<file path="src/rtl/mem_ctrl.sv">
// Load/store unit between the M stage and a single-port word memory with ack handshake.
// Handles lane selection, byte enables, load extension, alignment faults and bus timeout.
module mem_ctrl #(
  parameter int unsigned TIMEOUT = 15
) (
  input  logic        clk_i,
  input  logic        rst_ni,
  input  logic        req_i,
  input  logic        we_i,
  input  logic [2:0]  op_i,
  input  logic [31:0] addr_i,
  input  logic [31:0] wdata_i,
  output logic        stall_o,
  output logic [31:0] rdata_o,
  output logic        done_o,
  output logic        adel_o,
  output logic        ades_o,
  output logic        berr_o,
  output logic        mem_req_o,
  output logic        mem_we_o,
  output logic [3:0]  mem_be_o,
  output logic [31:0] mem_addr_o,
  output logic [31:0] mem_wdata_o,
  input  logic        mem_ack_i,
  input  logic [31:0] mem_rdata_i
);

  localparam int unsigned CntW = (TIMEOUT < 2) ? 1 : $clog2(TIMEOUT + 1);

  typedef enum logic [2:0] {StIdle, StAccess, StDone, StFault, StBusErr} state_e;

  state_e      state_q;
  logic [CntW-1:0] cnt_q;
  logic [2:0]  op_q;
  logic [1:0]  off_q;
  logic [31:0] rdata_q;
  logic        done_q, adel_q, ades_q, berr_q;
  logic        mem_req_q, mem_we_q;
  logic [3:0]  mem_be_q;
  logic [31:0] mem_addr_q, mem_wdata_q;

  logic [2:0]  op_n;
  logic        misalign;
  logic [3:0]  be_n;
  logic [31:0] wdata_n;
  logic [7:0]  lane_b;
  logic [15:0] lane_h;
  logic [31:0] load_ext;

  // Request decode; reserved op codes 5-7 behave as word accesses.
  always_comb begin
    op_n     = (op_i > 3'd4) ? 3'd0 : op_i;
    misalign = ((op_n == 3'd0) && (addr_i[1:0] != 2'b00)) ||
               (((op_n == 3'd3) || (op_n == 3'd4)) && addr_i[0]);
    be_n     = 4'b1111;
    wdata_n  = 32'h0;
    if (we_i) begin
      case (op_n)
        3'd1, 3'd2: begin
          be_n    = 4'b0001 << addr_i[1:0];
          wdata_n = {4{wdata_i[7:0]}};
        end
        3'd3, 3'd4: begin
          be_n    = addr_i[1] ? 4'b1100 : 4'b0011;
          wdata_n = {2{wdata_i[15:0]}};
        end
        default: begin
          be_n    = 4'b1111;
          wdata_n = wdata_i;
        end
      endcase
    end
  end

  always_comb begin
    case (off_q)
      2'd0:    lane_b = mem_rdata_i[7:0];
      2'd1:    lane_b = mem_rdata_i[15:8];
      2'd2:    lane_b = mem_rdata_i[23:16];
      default: lane_b = mem_rdata_i[31:24];
    endcase
    lane_h = off_q[1] ? mem_rdata_i[31:16] : mem_rdata_i[15:0];
    case (op_q)
      3'd1:    load_ext = {24'h0, lane_b};
      3'd2:    load_ext = {{24{lane_b[7]}}, lane_b};
      3'd3:    load_ext = {16'h0, lane_h};
      3'd4:    load_ext = {{16{lane_h[15]}}, lane_h};
      default: load_ext = mem_rdata_i;
    endcase
  end

  always_ff @(posedge clk_i or negedge rst_ni) begin
    if (!rst_ni) begin
      state_q     <= StIdle;
      cnt_q       <= '0;
      op_q        <= 3'd0;
      off_q       <= 2'd0;
      rdata_q     <= 32'h0;
      done_q      <= 1'b0;
      adel_q      <= 1'b0;
      ades_q      <= 1'b0;
      berr_q      <= 1'b0;
      mem_req_q   <= 1'b0;
      mem_we_q    <= 1'b0;
      mem_be_q    <= 4'h0;
      mem_addr_q  <= 32'h0;
      mem_wdata_q <= 32'h0;
    end else begin
      done_q <= 1'b0;
      adel_q <= 1'b0;
      ades_q <= 1'b0;
      berr_q <= 1'b0;
      case (state_q)
        StIdle: begin
          if (req_i) begin
            if (misalign) begin
              state_q <= StFault;
              adel_q  <= ~we_i;
              ades_q  <= we_i;
            end else begin
              state_q     <= StAccess;
              cnt_q       <= '0;
              op_q        <= op_n;
              off_q       <= addr_i[1:0];
              mem_req_q   <= 1'b1;
              mem_we_q    <= we_i;
              mem_be_q    <= be_n;
              mem_addr_q  <= {addr_i[31:2], 2'b00};
              mem_wdata_q <= wdata_n;
            end
          end
        end
        StAccess: begin
          // An ack arriving on the final allowed cycle still completes normally.
          if (mem_ack_i) begin
            state_q   <= StDone;
            done_q    <= 1'b1;
            mem_req_q <= 1'b0;
            if (!mem_we_q) rdata_q <= load_ext;
          end else if (cnt_q == CntW'(TIMEOUT - 1)) begin
            state_q   <= StBusErr;
            berr_q    <= 1'b1;
            mem_req_q <= 1'b0;
          end else begin
            cnt_q <= cnt_q + 1'b1;
          end
        end
        // DONE ignores req: it still belongs to the instruction just completed.
        StDone, StFault, StBusErr: state_q <= StIdle;
        default: state_q <= StIdle;
      endcase
    end
  end

  assign stall_o     = ((state_q == StIdle) && req_i) || (state_q == StAccess);
  assign rdata_o     = rdata_q;
  assign done_o      = done_q;
  assign adel_o      = adel_q;
  assign ades_o      = ades_q;
  assign berr_o      = berr_q;
  assign mem_req_o   = mem_req_q;
  assign mem_we_o    = mem_we_q;
  assign mem_be_o    = mem_be_q;
  assign mem_addr_o  = mem_addr_q;
  assign mem_wdata_o = mem_wdata_q;

endmodule

</file>
<file path="config.mk">
export PLATFORM = sky130hd
export DESIGN_NAME = mem_ctrl
export DESIGN_NICKNAME = d
export VERILOG_FILES = /design/src/rtl/mem_ctrl.sv
export SDC_FILE = /design/constraint.sdc
export NUM_CORES = 1
export LEC_CHECK = 0
export CELL_PAD_IN_SITES_DETAIL_PLACEMENT = 0
export CELL_PAD_IN_SITES_GLOBAL_PLACEMENT = 1
export CORE_MARGIN = 3
export CORE_UTILIZATION = 34
export DETAILED_ROUTE_END_ITERATION = 10
export PLACE_DENSITY_LB_ADDON = 0.1
export REMOVE_ABC_BUFFERS = 1
export SYNTH_ARGS = -nofsm -noshare
export SYNTH_HDL_FRONTEND = slang
export SYNTH_SLANG_ARGS = --single-unit
</file>
<file path="constraint.sdc">
create_clock -name clk_i -period 2.1 [get_ports clk_i]
set_input_delay 0.315 -clock clk_i [delete_from_list [all_inputs] [get_ports clk_i]]
set_output_delay 0.315 -clock clk_i [all_outputs]
set_load 0.05 [all_outputs]
</file>
==> flow_summary.toml, run 1 <==
[status]
status = "finished clean"

[logic_synthesis]
synth_flop_cell = "dfrtp_1"
ys_ff_latch = 116
ys_async_sr_fraction = 1.00
ys_warn_count = 0
synth_area_um2 = 5930
avgSynthCellArea_um2 = 10.7
synthDistinctLibCells = 61
netlist_instances = 553
yosysSeqAreaShare = 0.490
synth-edff-count = 0

[global_route]
grt_pass1_wl_mm = 30.9
grt_pass1_vias = 5544
groute.usage.overall = 0.200
antenna_found_initial = 0
grt_overflow = 0
grt_max_degree = 72

[timing]
max_freq_mhz = 503
slew_viol_final = 0
fin_crit_sh = 0.947
relSlewSlack = 0.538
rsz0062_at_grt = "no"
tightest_slew_ns = 0.691
fin_tns_setup_ns = 0
report.final.hold_viol_count = 0
period_needed_ns = 1.99
skew_ns = 0.00673
setup_viol = 0

[placement]
hpwl_mm = 13.4
gp_congestion = 0.819
dp_cells = 982
port_buffers = 208

[finish]
drive_above_1_share = 0.133
post-route-util = 0.546
fin_nets = 888
stdcell_count = 1015
fillers = 1482
n_antenna_cell = 0
syn2layout_area_growth_pct = 54.8

[floorplan]
die_y_um = 138
core_um2 = 16800
start_util = 0.352
die_area_um2 = 19100
io_pins = 211
row_count = 47
chipWidth_um = 138

[routing]
vias = 5406
drt-total-wl_mm = 19.2
drc = 0
drt-pass1-iter-count = 5
ant_nets = 0
first_iter_violations = 291
routedWlPerCell_um = 18.9
avgViaCountPerCell = 5.33

[hold_path]
min_path_type = "primary input to asynchronous set/reset pin"

[power_and_ir_drop]
p_leak_nw = 3.82
total_power_mw = 15.8
peakVddDrop_uv = 817
p_per_area_nw_per_um2 = 1720

[clock_tree]
cts_tree = "done"
clock_latency_ns = 0.41
post_cts_buffers = 0
numCtsBuffers = 17
path_clk_slew_ns = 0.05
clockBufferDepth = 2
cts_sinks = 116
cts-root-buf = "clkbuf_16"
htree_num_levels = 4

[setup_path]
cp_max_fo = 4
start_kind = "flop"
cpPeakStageDelay_ns = 0.85
path_delay_family = "buffers and inverters"
endpoint_kind = "output port"
critPathKind = "flop to output port"
slowest_stage = "clkdlybuf4s50_1"
cp_data_required_time_ns = 1.78
critical_path.n_buffers_inverters = 1
crit_chain = "clkdlybuf4s50_1"
critical_path_arrival_ns = 1.67

[job]
maxCapViolCount = 0
==> placed cells by master, fill, tap and decap left out, types with 9 or more instances in the layout <==
cell type | netlist | final
and3_1 | 12 | 12
dfrtp_1 | 116 | 116
o21ai_1 | 24 | 24
mux2_1 | 37 | 37
nor3b_1 | 9 | 9
inv_1 | 11 | 11
buf_4 | 4 | 42
nor2_1 | 34 | 34
o31ai_1 | 16 | 16
clkdlybuf4s50_1 | 0 | 206
mux2i_1 | 18 | 18
nand2_1 | 49 | 49
clkbuf_16 | 0 | 17
o21ai_0 | 47 | 47
a21oi_1 | 18 | 18
nor3_1 | 10 | 10
a221o_1 | 16 | 16
==> cell usage after synthesis (2+ instances only) <==
master     count  area share
dfrtp_1      116        0.49
nand2_1       49       0.031
o21ai_0       47       0.040
mux2_1        37       0.070
nor2_1        34       0.022
clkbuf_1      26       0.016
o21ai_1       24       0.020
a21oi_1       18       0.015
mux2i_1       18       0.030
a221o_1       16       0.027
o31ai_1       16       0.020
buf_2         14       0.012
and3_1        12       0.013
inv_1         11      0.0070
nor3_1        10      0.0084
nor3b_1        9       0.011
a222oi_1       8       0.014
mux4_2         8       0.030
o41ai_2        8       0.022
a221oi_1       7       0.010
nand2b_1       5      0.0053
nor2b_1        5      0.0053
buf_4          4      0.0051
buf_6          4      0.0076
nand3_1        4      0.0034
nor4_1         3      0.0032
a2111oi_0      2      0.0030
ha_1           2      0.0042
nor3_2         2      0.0034
o211ai_1       2      0.0025
xnor2_1        2      0.0030
==> logic make-up (layout without fill, tap and decap cells) <==
kind of cell	after synthesis	after routing	synth area share
adders and majority gates	2	2	0.00422
buffers and inverters	60	301	0.0485
AOI/OAI and AO/OA	165	165	0.201
muxes	63	63	0.131
and+or+nand+nor	143	143	0.119
DFF	116	116	0.490
xor gates and xnor gates	3	3	0.00570
other	1	2	0.000633
==> through the flow <==
step	hold WS, ns	instance area (um2)	setup slack (ns)
2_1_floorplan	0.0194	5690	-0.604
5_1_grt	0.497	9180	0.0314
6_report	0.453	9180	0.112
3_5_place_dp	0.368	8500	-0.333
4_1_cts	0.482	9180	0.0599
3_3_place_gp	0.361	8500	-0.314
==> area by class of cell <==
class | count | area [um2] | area share
Tap cell | 220 | 275 | 0.0300
Clock buffer | 23 | 488 | 0.0532
Clock inverter | 9 | 173 | 0.0188
Inverter | 12 | 45.0 | 0.00491
Timing Repair Buffer | 257 | 2550 | 0.278
Sequential cell | 116 | 2900 | 0.316
Multi-Input combinational cell | 378 | 2750 | 0.299
==> flip-flops by register name, indices dropped and copies added (netlist names), 2 cells and up <==
signal,count
cnt_q,4
mem_addr_o,30
mem_be_o,4
mem_wdata_o,32
off_q,2
op_q,3
rdata_o,32
state_q,3
==> report_power, final <==
group	total, mW	internal (mW)	leakage, nW	switching, mW
Combinational	8.60	3.17	2.07	5.44
Clock	3.25	2.23	0.323	1.02
Sequential	3.92	3.28	1.43	0.640
==> path summary, 6_finish.rpt <==
path / slack (ns) / depth (start not counted) / from / endpoint
worst max-delay path: 0.11 / 1 / mem_we_o / mem_we_o
min in group clk_i: 0.48 / 1 / mem_addr_o[28] / mem_addr_o[28]
worst min register to register: 0.48 / 1 / mem_addr_o[28] / mem_addr_o[28]
worst min-delay path: 0.45 / 3 / rst_ni / mem_addr_o[16]
max in group asynchronous: 1.13 / 3 / rst_ni / rdata_o[6]
worst max register to register: 0.18 / 6 / state_q[1] / rdata_o[25]
==> metal layers <==
metal / share of wire / routed length [um] / track usage
met3: 0.066 / 1270 / 0.0497
met4: 0.017 / 329 / 0.0676
met2: 0.48 / 9110 / 0.320
met1: 0.44 / 8450 / 0.267
met5: 0 / 0 / 0
==> what timing repair did <==
| action | CTS | global route |
|---|---|---|
| hold endpoints to repair | 71 | 0 |
| endpoints found under the setup margin | 16 | 0 |
| hold buffers | 1 | 0 |
| gates resized for setup | 1 | 0 |
Power figures use the tool's default switching activity.
==> inputs of run 2 (changes only) <==
- CAP_MARGIN: default -> 20
- CORE_MARGIN: 3 -> 2
==> run 2 against run 1 <==
Sequential power about the same. Global-route usage is 0.65 points higher. Final cell count up 0.79%. Die area fell by 2.9%. Hold slack worse by 0.041 ns. Critical path depth did not move. Clock-buffer cell count fell by 4. Sequential cell count did not move. Total power is 0.61% lower. Critical path type unchanged.
==> flow_summary.toml, run 2 (synthesis results as in run 1) <==
[timing]
period_needed_ns = 1.98
tightest_slew_ns = 0.685
setup_viol = 0
slew_viol_final = 0
report.final.hold_viol_count = 0
timing.final.ws_setup_ns = 0.119
fin_crit_sh = 0.943
relSlewSlack = 0.542
skew_ns = 0.00650
rsz0062_at_grt = "no"
max_freq_mhz = 505
fin_tns_setup_ns = 0

[setup_path]
critPathKind = "flop to output port"
endpoint_kind = "output port"
cp_max_fo = 4
slowest_stage = "clkdlybuf4s50_1"
start_kind = "flop"
cp_data_required_time_ns = 1.78
critical_path_arrival_ns = 1.67
cpPeakStageDelay_ns = 0.86
path_delay_family = "buffers and inverters"
crit_chain = "clkdlybuf4s50_1"
critical_path.n_buffers_inverters = 1

[floorplan]
die_area_um2 = 18500
die_y_um = 136
row_count = 48
chipWidth_um = 136
io_pins = 211
core_um2 = 17200
start_util = 0.345

[routing]
routedWlPerCell_um = 18.3
avgViaCountPerCell = 5.28
drt-total-wl_mm = 18.8
drc = 0
drt-pass1-iter-count = 5
ant_nets = 0
first_iter_violations = 240
vias = 5403

[power_and_ir_drop]
p_int_mw = 8.58
switchingPower_mw = 7.09
p_clk_frac = 0.203
p_per_area_nw_per_um2 = 1710
swShare = 0.453
pwr-share-seq = 0.249
p_leak_nw = 3.82
total_power_mw = 15.7
p_comb_frac = 0.548
peakVddDrop_uv = 900

[finish]
drive_above_1_share = 0.137
fin_nets = 891
layout_common_cells = "206 x clkdlybuf4s50_1, 116 x dfrtp_1, 49 x nand2_1"
syn2layout_area_growth_pct = 54.9
n_antenna_cell = 0
final_common_cell = "clkdlybuf4s50_1"

[clock_tree]
clockBufferDepth = 2
cts_tree = "done"
numCtsBuffers = 17
cts-root-buf = "clkbuf_16"
post_cts_buffers = 0
path_clk_slew_ns = 0.06
clock_latency_ns = 0.41
cts_sinks = 116
htree_num_levels = 4

[global_route]
grt_pass1_vias = 5464
grt_max_degree = 52
grt_overflow = 0
groute.usage.overall = 0.206
grt_pass1_wl_mm = 29.7
antenna_found_initial = 0

[placement]
gp_congestion = 0.805
hpwl_mm = 13.5
port_buffers = 208
detailedPlace.worstSlack_ns = -0.381

[hold_path]
min_path_type = "primary input to asynchronous set/reset pin"

[job]
maxCapViolCount = 0

[status]
status = "finished clean"
==> run 2: area by class of cell <==
type	instances	area [um2]
fillers	1550	7990
flip-flops and latches	116	2900
multi-input cells	378	2750
repair buffers	260	2560
clock buffers	19	443
well taps	225	282
clock inverters	13	205
inverters	12	45.0
==> run 2: timing repair <==
item	CTS	global route
hold endpoints to repair	33	0
setup endpoints to repair	16	0
resized for setup	1	0
hold buffers	1	0
==> run 2: final timing paths <==
| kind | start | to | slack [ns] | cells after the start |
|---|---|---|---|---|
| worst max-delay path | mem_we_o | mem_we_o | 0.12 | 1 |
| worst min-delay path | rst_ni | mem_addr_o[12] | 0.41 | 2 |
| worst max register to register | off_q[0] | rdata_o[16] | 0.18 | 4 |
| worst min register to register | mem_addr_o[25] | mem_addr_o[25] | 0.48 | 1 |
| max in group asynchronous | rst_ni | berr_o | 1.04 | 3 |
| min in group clk_i | mem_addr_o[25] | mem_addr_o[25] | 0.48 | 1 |
==> run 2: stage by stage <==
step           utilization  cells  hold WS, ns  area [um2]
2_1_floorplan            -    506       0.0194        5690
3_3_place_gp         0.496    990        0.305        8520
3_5_place_dp         0.496    990        0.310        8520
4_1_cts              0.535   1023        0.418        9180
5_1_grt              0.535   1023        0.450        9180
6_report             0.535   1023        0.413        9180
==> run 2: power by group through the flow <==
stage | sequential (mW) | combinational (mW) | clock (mW)
floorplan | 7.26 | 1.95 | 0
global placement | 3.91 | 8.54 | 0
finish | 3.90 | 8.59 | 3.18
global route | 4.05 | 9.05 | 3.37
detailed placement | 3.93 | 8.62 | 0
CTS | 3.91 | 8.65 | 3.25
==> run 2: per-layer routing <==
layer  GRT usage  wire length, um  vias up
met4      0.0515              190        0
met2       0.337             8870      204
met3      0.0570             1460       15
met1       0.272             8250     2661
met5           0                0        -
li1            -                -     2523
==> inputs of run 3 (changes only) <==
- SLEW_MARGIN: default -> 5
==> results of run 3 <==
No change in the layout: final DEF, timing and power equal those of run 2.
